`src/rtl/cursor_arbiter_pkg.sv`:
```
// Shared types and helpers for the cursor overlay arbiter.
// Coordinates are 12-bit unsigned screen positions.
package cursor_pkg;

   typedef enum logic [1:0] {
      IDLE   = 2'd0,
      ARB    = 2'd1,
      CLAMP  = 2'd2,
      COMMIT = 2'd3
   } cursor_state_t;

   typedef logic [11:0] coord_t;

   localparam int NUM_REQ = 2;

   function automatic coord_t clamp_coord(input coord_t v, input coord_t lim);
      return (v > lim) ? lim : v;
   endfunction

endpackage

```
`src/rtl/cursor_arbiter_if.sv`:
```
// Requester handshakes and committed cursor position, bundled as one port.
// master = requesters + drawing stage, slave = the arbiter.
interface cursor_arbiter_if;
   import cursor_pkg::*;

   logic   req0;
   coord_t x0;
   coord_t y0;
   logic   ack0;
   logic   req1;
   coord_t x1;
   coord_t y1;
   logic   ack1;
   coord_t xpos;
   coord_t ypos;
   logic   owner;
   logic   upd;

   modport master (
      output req0, x0, y0, req1, x1, y1,
      input  ack0, ack1, xpos, ypos, owner, upd
   );

   modport slave (
      input  req0, x0, y0, req1, x1, y1,
      output ack0, ack1, xpos, ypos, owner, upd
   );

endinterface

```
`src/rtl/cursor_arbiter_rr_arbiter2.sv`:
```
// Two-input round-robin grant: combinational choice, pointer flop that
// moves to the other index whenever a grant is committed.
module rr_arbiter2
   import cursor_pkg::*;
(
   input  logic               clk,
   input  logic               rst,
   input  logic [NUM_REQ-1:0] req,
   input  logic               commit,
   input  logic               commit_id,
   output logic               grant_valid,
   output logic               grant_id
);

   logic ptr_r;

   // Pointer register: after any commit the other index wins the next tie.
   always_ff @(posedge clk or negedge rst) begin
      if (!rst) begin
         ptr_r <= 1'b0;
      end else if (commit) begin
         ptr_r <= ~commit_id;
      end else begin
         ptr_r <= ptr_r;
      end
   end

   // Grant selection: lone requester wins, ties go to the pointer.
   always_comb begin
      grant_valid = |req;
      grant_id    = 1'b0;
      case (req)
         2'b01:   grant_id = 1'b0;
         2'b10:   grant_id = 1'b1;
         2'b11:   grant_id = ptr_r;
         default: grant_id = 1'b0;
      endcase
   end

endmodule

```
`src/rtl/cursor_arbiter.sv`:
```
// Frame-synchronous cursor position arbiter: one round-robin grant per
// frame, clamped to the visible area, committed at the start of vblank.
module cursor_arbiter
   import cursor_pkg::*;
#(
   parameter int H_ACTIVE = 800,
   parameter int V_ACTIVE = 600,
   parameter int CURSOR_W = 16,
   parameter int CURSOR_H = 16
)(
   input  logic             clk,
   input  logic             rst,
   input  logic             vblnk,
   cursor_arbiter_if.slave  bus
);

   localparam coord_t X_MAX = coord_t'(H_ACTIVE - CURSOR_W);
   localparam coord_t Y_MAX = coord_t'(V_ACTIVE - CURSOR_H);

   cursor_state_t        state_r;
   cursor_state_t        state_s;
   logic                 vblnk_d_r;
   logic                 tick_s;
   logic [NUM_REQ-1:0]   req_s;
   logic                 grant_valid_s;
   logic                 grant_id_s;
   logic                 commit_s;
   logic                 grant_r;
   coord_t               x_raw_r;
   coord_t               y_raw_r;
   coord_t               xc_r;
   coord_t               yc_r;
   coord_t               xpos_r;
   coord_t               ypos_r;
   logic                 owner_r;
   logic                 upd_r;
   logic                 ack0_r;
   logic                 ack1_r;

   assign req_s    = {bus.req1, bus.req0};
   assign tick_s   = vblnk & ~vblnk_d_r;
   assign commit_s = (state_r == COMMIT);

   rr_arbiter2 u_rr (
      .clk         (clk),
      .rst         (rst),
      .req         (req_s),
      .commit      (commit_s),
      .commit_id   (grant_r),
      .grant_valid (grant_valid_s),
      .grant_id    (grant_id_s)
   );

   // Frame edge detector and FSM state register.
   always_ff @(posedge clk or negedge rst) begin
      if (!rst) begin
         vblnk_d_r <= 1'b0;
         state_r   <= IDLE;
      end else begin
         vblnk_d_r <= vblnk;
         state_r   <= state_s;
      end
   end

   // Next-state logic; a tick outside IDLE is deliberately ignored.
   always_comb begin
      state_s = state_r;
      case (state_r)
         IDLE:    state_s = tick_s ? ARB : IDLE;
         ARB:     state_s = grant_valid_s ? CLAMP : IDLE;
         CLAMP:   state_s = COMMIT;
         COMMIT:  state_s = IDLE;
         default: state_s = IDLE;
      endcase
   end

   // Datapath: capture the granted request, clamp it, then commit.
   always_ff @(posedge clk or negedge rst) begin
      if (!rst) begin
         grant_r <= 1'b0;
         x_raw_r <= 12'd0;
         y_raw_r <= 12'd0;
         xc_r    <= 12'd0;
         yc_r    <= 12'd0;
         xpos_r  <= 12'd0;
         ypos_r  <= 12'd0;
         owner_r <= 1'b0;
         upd_r   <= 1'b0;
         ack0_r  <= 1'b0;
         ack1_r  <= 1'b0;
      end else begin
         upd_r  <= 1'b0;
         ack0_r <= 1'b0;
         ack1_r <= 1'b0;
         case (state_r)
            ARB: begin
               if (grant_valid_s) begin
                  grant_r <= grant_id_s;
                  x_raw_r <= grant_id_s ? bus.x1 : bus.x0;
                  y_raw_r <= grant_id_s ? bus.y1 : bus.y0;
               end else begin
                  grant_r <= grant_r;
               end
            end
            CLAMP: begin
               xc_r <= clamp_coord(x_raw_r, X_MAX);
               yc_r <= clamp_coord(y_raw_r, Y_MAX);
            end
            COMMIT: begin
               xpos_r  <= xc_r;
               ypos_r  <= yc_r;
               owner_r <= grant_r;
               upd_r   <= 1'b1;
               ack0_r  <= (grant_r == 1'b0);
               ack1_r  <= (grant_r == 1'b1);
            end
            default: begin
               grant_r <= grant_r;
            end
         endcase
      end
   end

   assign bus.xpos  = xpos_r;
   assign bus.ypos  = ypos_r;
   assign bus.owner = owner_r;
   assign bus.upd   = upd_r;
   assign bus.ack0  = ack0_r;
   assign bus.ack1  = ack1_r;

endmodule

```
`src/flat_wrapper.sv`:
```
// flat-port wrapper written by rule: the top's interface ports become plain ports
module cursor_arbiter_flat import cursor_pkg::*;
#(
   parameter int H_ACTIVE = 800,
   parameter int V_ACTIVE = 600,
   parameter int CURSOR_W = 16,
   parameter int CURSOR_H = 16
)
  (clk, rst, vblnk, bus_req0, bus_x0, bus_y0, bus_req1, bus_x1, bus_y1, bus_ack0, bus_ack1, bus_xpos, bus_ypos, bus_owner, bus_upd);
  cursor_arbiter_if bus_i ();
  input  logic clk;
  input  logic rst;
  input  logic vblnk;
  input wire logic [$bits(bus_i.req0)-1:0] bus_req0;
  input wire logic [$bits(bus_i.x0)-1:0] bus_x0;
  input wire logic [$bits(bus_i.y0)-1:0] bus_y0;
  input wire logic [$bits(bus_i.req1)-1:0] bus_req1;
  input wire logic [$bits(bus_i.x1)-1:0] bus_x1;
  input wire logic [$bits(bus_i.y1)-1:0] bus_y1;
  output wire logic [$bits(bus_i.ack0)-1:0] bus_ack0;
  output wire logic [$bits(bus_i.ack1)-1:0] bus_ack1;
  output wire logic [$bits(bus_i.xpos)-1:0] bus_xpos;
  output wire logic [$bits(bus_i.ypos)-1:0] bus_ypos;
  output wire logic [$bits(bus_i.owner)-1:0] bus_owner;
  output wire logic [$bits(bus_i.upd)-1:0] bus_upd;
  assign bus_i.req0 = bus_req0;
  assign bus_i.x0 = bus_x0;
  assign bus_i.y0 = bus_y0;
  assign bus_i.req1 = bus_req1;
  assign bus_i.x1 = bus_x1;
  assign bus_i.y1 = bus_y1;
  assign bus_ack0 = bus_i.ack0;
  assign bus_ack1 = bus_i.ack1;
  assign bus_xpos = bus_i.xpos;
  assign bus_ypos = bus_i.ypos;
  assign bus_owner = bus_i.owner;
  assign bus_upd = bus_i.upd;
  cursor_arbiter #(.H_ACTIVE(H_ACTIVE), .V_ACTIVE(V_ACTIVE), .CURSOR_W(CURSOR_W), .CURSOR_H(CURSOR_H)) u_core (.clk(clk), .rst(rst), .vblnk(vblnk), .bus(bus_i));
endmodule
```
`config.mk`:
```
export PLATFORM = sky130hd
export DESIGN_NAME = cursor_arbiter_flat
export DESIGN_NICKNAME = d
export VERILOG_FILES = /design/src/rtl/cursor_arbiter_pkg.sv /design/src/rtl/cursor_arbiter_if.sv /design/src/rtl/cursor_arbiter_rr_arbiter2.sv /design/src/rtl/cursor_arbiter.sv /design/src/flat_wrapper.sv
export SDC_FILE = /design/constraint.sdc
export NUM_CORES = 1
export LEC_CHECK = 0
export ABC_AREA = 1
export BUFFER_PORTS_ARGS = -buffer_cell sky130_fd_sc_hd__buf_4
export CORE_ASPECT_RATIO = 0.6
export CORE_MARGIN = 10
export CORE_UTILIZATION = 25
export CTS_BUF_LIST = sky130_fd_sc_hd__clkbuf_8
export CTS_CLUSTER_SIZE = 30
export DETAILED_ROUTE_END_ITERATION = 8
export PLACE_DENSITY = 0.51
export SLEW_MARGIN = 20
export SYNTH_ARGS = -nofsm -noshare
export SYNTH_HDL_FRONTEND = slang
export SYNTH_SLANG_ARGS = --single-unit
```
`constraint.sdc`:
```
create_clock -name clk -period 1.67 [get_ports clk]
set_clock_uncertainty 0.1 [all_clocks]
set_input_delay 0.334 -clock clk [delete_from_list [all_inputs] [get_ports clk]]
set_output_delay 0.334 -clock clk [all_outputs]
set_load 0.01 [all_outputs]
```
==> qor.csv <==
metric;value;unit
Clk Tree Root Cell;sky130_fd_sc_hd__clkbuf_8;
most numerous cell types in the synthesized netlist;sky130_fd_sc_hd__nand2_1 (119), sky130_fd_sc_hd__dfrtp_1 (81), sky130_fd_sc_hd__nor2_1 (48);
Power Density;1720;nW/um2
H-tree depth reported by CTS;3;
Post-Synthesis Cells;388;
minimum clock period after layout;1440;ps
combinational family with the most area after synthesis;simple AND/OR/NAND/NOR gates;
average wire length per cell after detail routing;14.3;um
crit start category;flop;
endpoint kind of the worst setup timing path;flop;
worst endpoint data arrival time;1620;ps
buffers from clock root to sink, at most;2;
Fmax achieved;695;MHz
vias in the first global route;2849;
net count of the mapped netlist;441;
relative max-transition margin;0.774;
count of non-filler cells in the finished layout;651;
first-pass GRT wire length;14.8;mm
met2 routing resource usage after global routing;0.149;
number of pins exceeding their max-slew limit in the final report;0;
clock insertion delay at the later pin of the skew report;360;ps
Most Used Layer, Global Route;met2;
met1 demand-to-capacity share in global routing;0.132;
area of the core region;13000;um2
final period utilization;0.861;
vias per inst;4.22;
number of flip-flops and latches in the synthesized netlist;81;
total DRC errors in the routed layout;0;
total setup violations reported at the end of the flow;0;
cell class contributing the biggest share of worst-path delay;flip-flops;
transition time of the tightest slew-check pin;340;ps
number of enable-type register cells in the synthesized netlist;0;
fraction of the mapped netlist area in compound gates;0.117;
proportion of synthesized chip area in sequential cells;0.605;
reported leakage power;2.27;nW
basic-gate share of the synthesized area counting and, or, nand and nor cells;0.210;
initial DRC count;154;
crit path kind;flop to flop;
wire length reported by the detailed router;9.30;mm
width of the die;169;um
least setup slack across all paths after layout;232;ps
unique cell type count in the Yosys netlist;19;
clock transition at the register clock pins on the worst setup and hold paths after CTS;80;ps
Post-synth ARST share;1.00;
Congestion Overflow GR;0;
initial antenna violation count;0;
post-detailed-route count of antenna-violating nets;0;
share of post-route cells with drive strength above 1;0.237;
Yosys warning count;0;
Port Buf Inserts;80;
CP bufs+invs;1;
layout net count;529;
average footprint of a synthesized cell;8.63;um2
global router's overall resource usage;0.101;
area of the mapped netlist;3350;um2
pin count of the biggest net entering global routing;35;
worst hold path type;input port to flop;
Ant. Diodes;0;
run status;finished clean;
Post-CTS Setup Repair Bufs;0;
number of buffers created by CTS;9;
endpoints failing hold;0;
top_reg_cell synth;sky130_fd_sc_hd__dfrtp_1;
met3 routing resource usage after global routing;0.0449;
Starting Density;0.258;
total half-perimeter wirelength after legalization and detailed placement;7.16;mm
Data required, critical path;1850;ps
CP max FO;30;
site row count;32;
Post-Synth XOR/XNOR Area;0;
top cells by area, synth;sky130_fd_sc_hd__dfrtp_1 (61%), sky130_fd_sc_hd__nand2_1 (13%), sky130_fd_sc_hd__o21ai_0 (6.0%);
MaxCap Viol Count;0;
placed cell count;633;
cell at the slowest stage of the critical path;sky130_fd_sc_hd__dfrtp_1;
IO Pins;81;
adder and majority cell fraction of the synthesized area;0;
largest vdd supply drop;489;uV
dominant cell by count in the synthesized netlist;sky130_fd_sc_hd__nand2_1;
Die Span Y;110;um
worst setup slack after placement;238;ps
synth-to-layout area growth;33.1;%
Fin Setup TNS;0;ps
share of the synthesized area in the top cell type;0.605;
Slowest Stage Delay on Critical Path;440;ps
clock tree from TritonCTS;built;
final estimated routing congestion in global placement;0.794;
list of cells traversed by the critical path;nor3_4 > buf_4 > o21ai_0 > o22ai_1;
mux share of post-synthesis cell area;0;
DR pass1 iterations;4;
total vias in the final route;2744;
Yosys top cell by area;sky130_fd_sc_hd__dfrtp_1;
setup repair after global routing missed its margin;no;
Total Die Area;18600;um2
count of clock tree sinks;81;
-- tightest hold or removal path, delay by kind of cell --
kind            cells  cell delay [ps]
compound gates      1               70
buf+inv             1              110
simple gates        1               50
-- flip-flops by register name, summed over array words and instances (netlist names), 12 cells and up, named ones only --
signal           flops
u_core.bus.xpos     12
u_core.bus.ypos     12
u_core.x_raw_r      12
u_core.xc_r         12
u_core.y_raw_r      12
u_core.yc_r         12
-- power by group --
group	internal, W	leakage (nW)	switching, W
clock	0.000884	0.105	0.000717
combinational	0.00115	1.13	0.00170
sequential	0.00277	1.03	0.000434
total	0.00481	2.27	0.00285
-- worst paths after layout --
check | startpoint | slack (ps) | to | depth (start not counted)
min reg2reg | u_core.grant_r | 350 | u_core.bus.ack0 | 1
max | flop | 230 | u_core.y_raw_r[10] | 4
max reg2reg | flop | 230 | u_core.y_raw_r[10] | 4
max in group asynchronous | rst | 630 | u_core.y_raw_r[3] | 3
min | bus_x1[9] | 140 | u_core.x_raw_r[9] | 3
min in group asynchronous | rst | 340 | u_core.bus.xpos[1] | 2
-- cell families (layout without fill, tap and decap cells) --
family | Yosys count | after routing
buf+inv | 56 | 149
simple gates | 179 | 179
compound gates | 72 | 72
flops | 81 | 81
-- area by class of cell --
type / instances / area, um2
clock inverters: 6 / 91.3
multi-input cells: 251 / 1090
fillers: 1365 / 8520
flip-flops and latches: 81 / 2030
well taps: 170 / 213
inverters: 39 / 146
clock buffers: 10 / 138
repair buffers: 94 / 748
-- stage by stage --
stage | cell area (um2) | util | power [W] | hold WS (ps)
2_1_floorplan | 3350 | - | 0.00490 | -61.6
3_3_place_gp | 4210 | 0.324 | 0.00607 | 165
3_5_place_dp | 4210 | 0.324 | 0.00615 | 165
4_1_cts | 4460 | 0.344 | 0.00778 | 125
5_1_grt | 4460 | 0.344 | 0.00831 | 132
6_report | 4460 | 0.344 | 0.00765 | 140
-- metal layers --
| metal | part of all wire | routed length, um | vias up |
|---|---|---|---|
| met5 | 0 | 0 | - |
| met3 | 0.068 | 630 | 7 |
| met1 | 0.49 | 4600 | 1265 |
| met2 | 0.43 | 3990 | 62 |
| li1 | - | - | 1410 |
| met4 | 0.0084 | 78 | 0 |
-- timing repair --
item | CTS | global route
hold endpoints to repair | 23 | 0
hold buffers | 2 | 0
resized for setup | 0 | 0
-- cell usage in the layout (no fill, tap or decap), drive strengths merged, types with 3 or more instances in the layout --
cell type  synthesis  routed
dfrtp             81      81
o21ai             46      46
buf               11      92
nor2              48      48
nand2            122     122
clkinvlp           0       3
nand3              7       7
clkbuf             6      10
o22ai             22      22
inv               38      38
(Power assumes the default switching activity.)
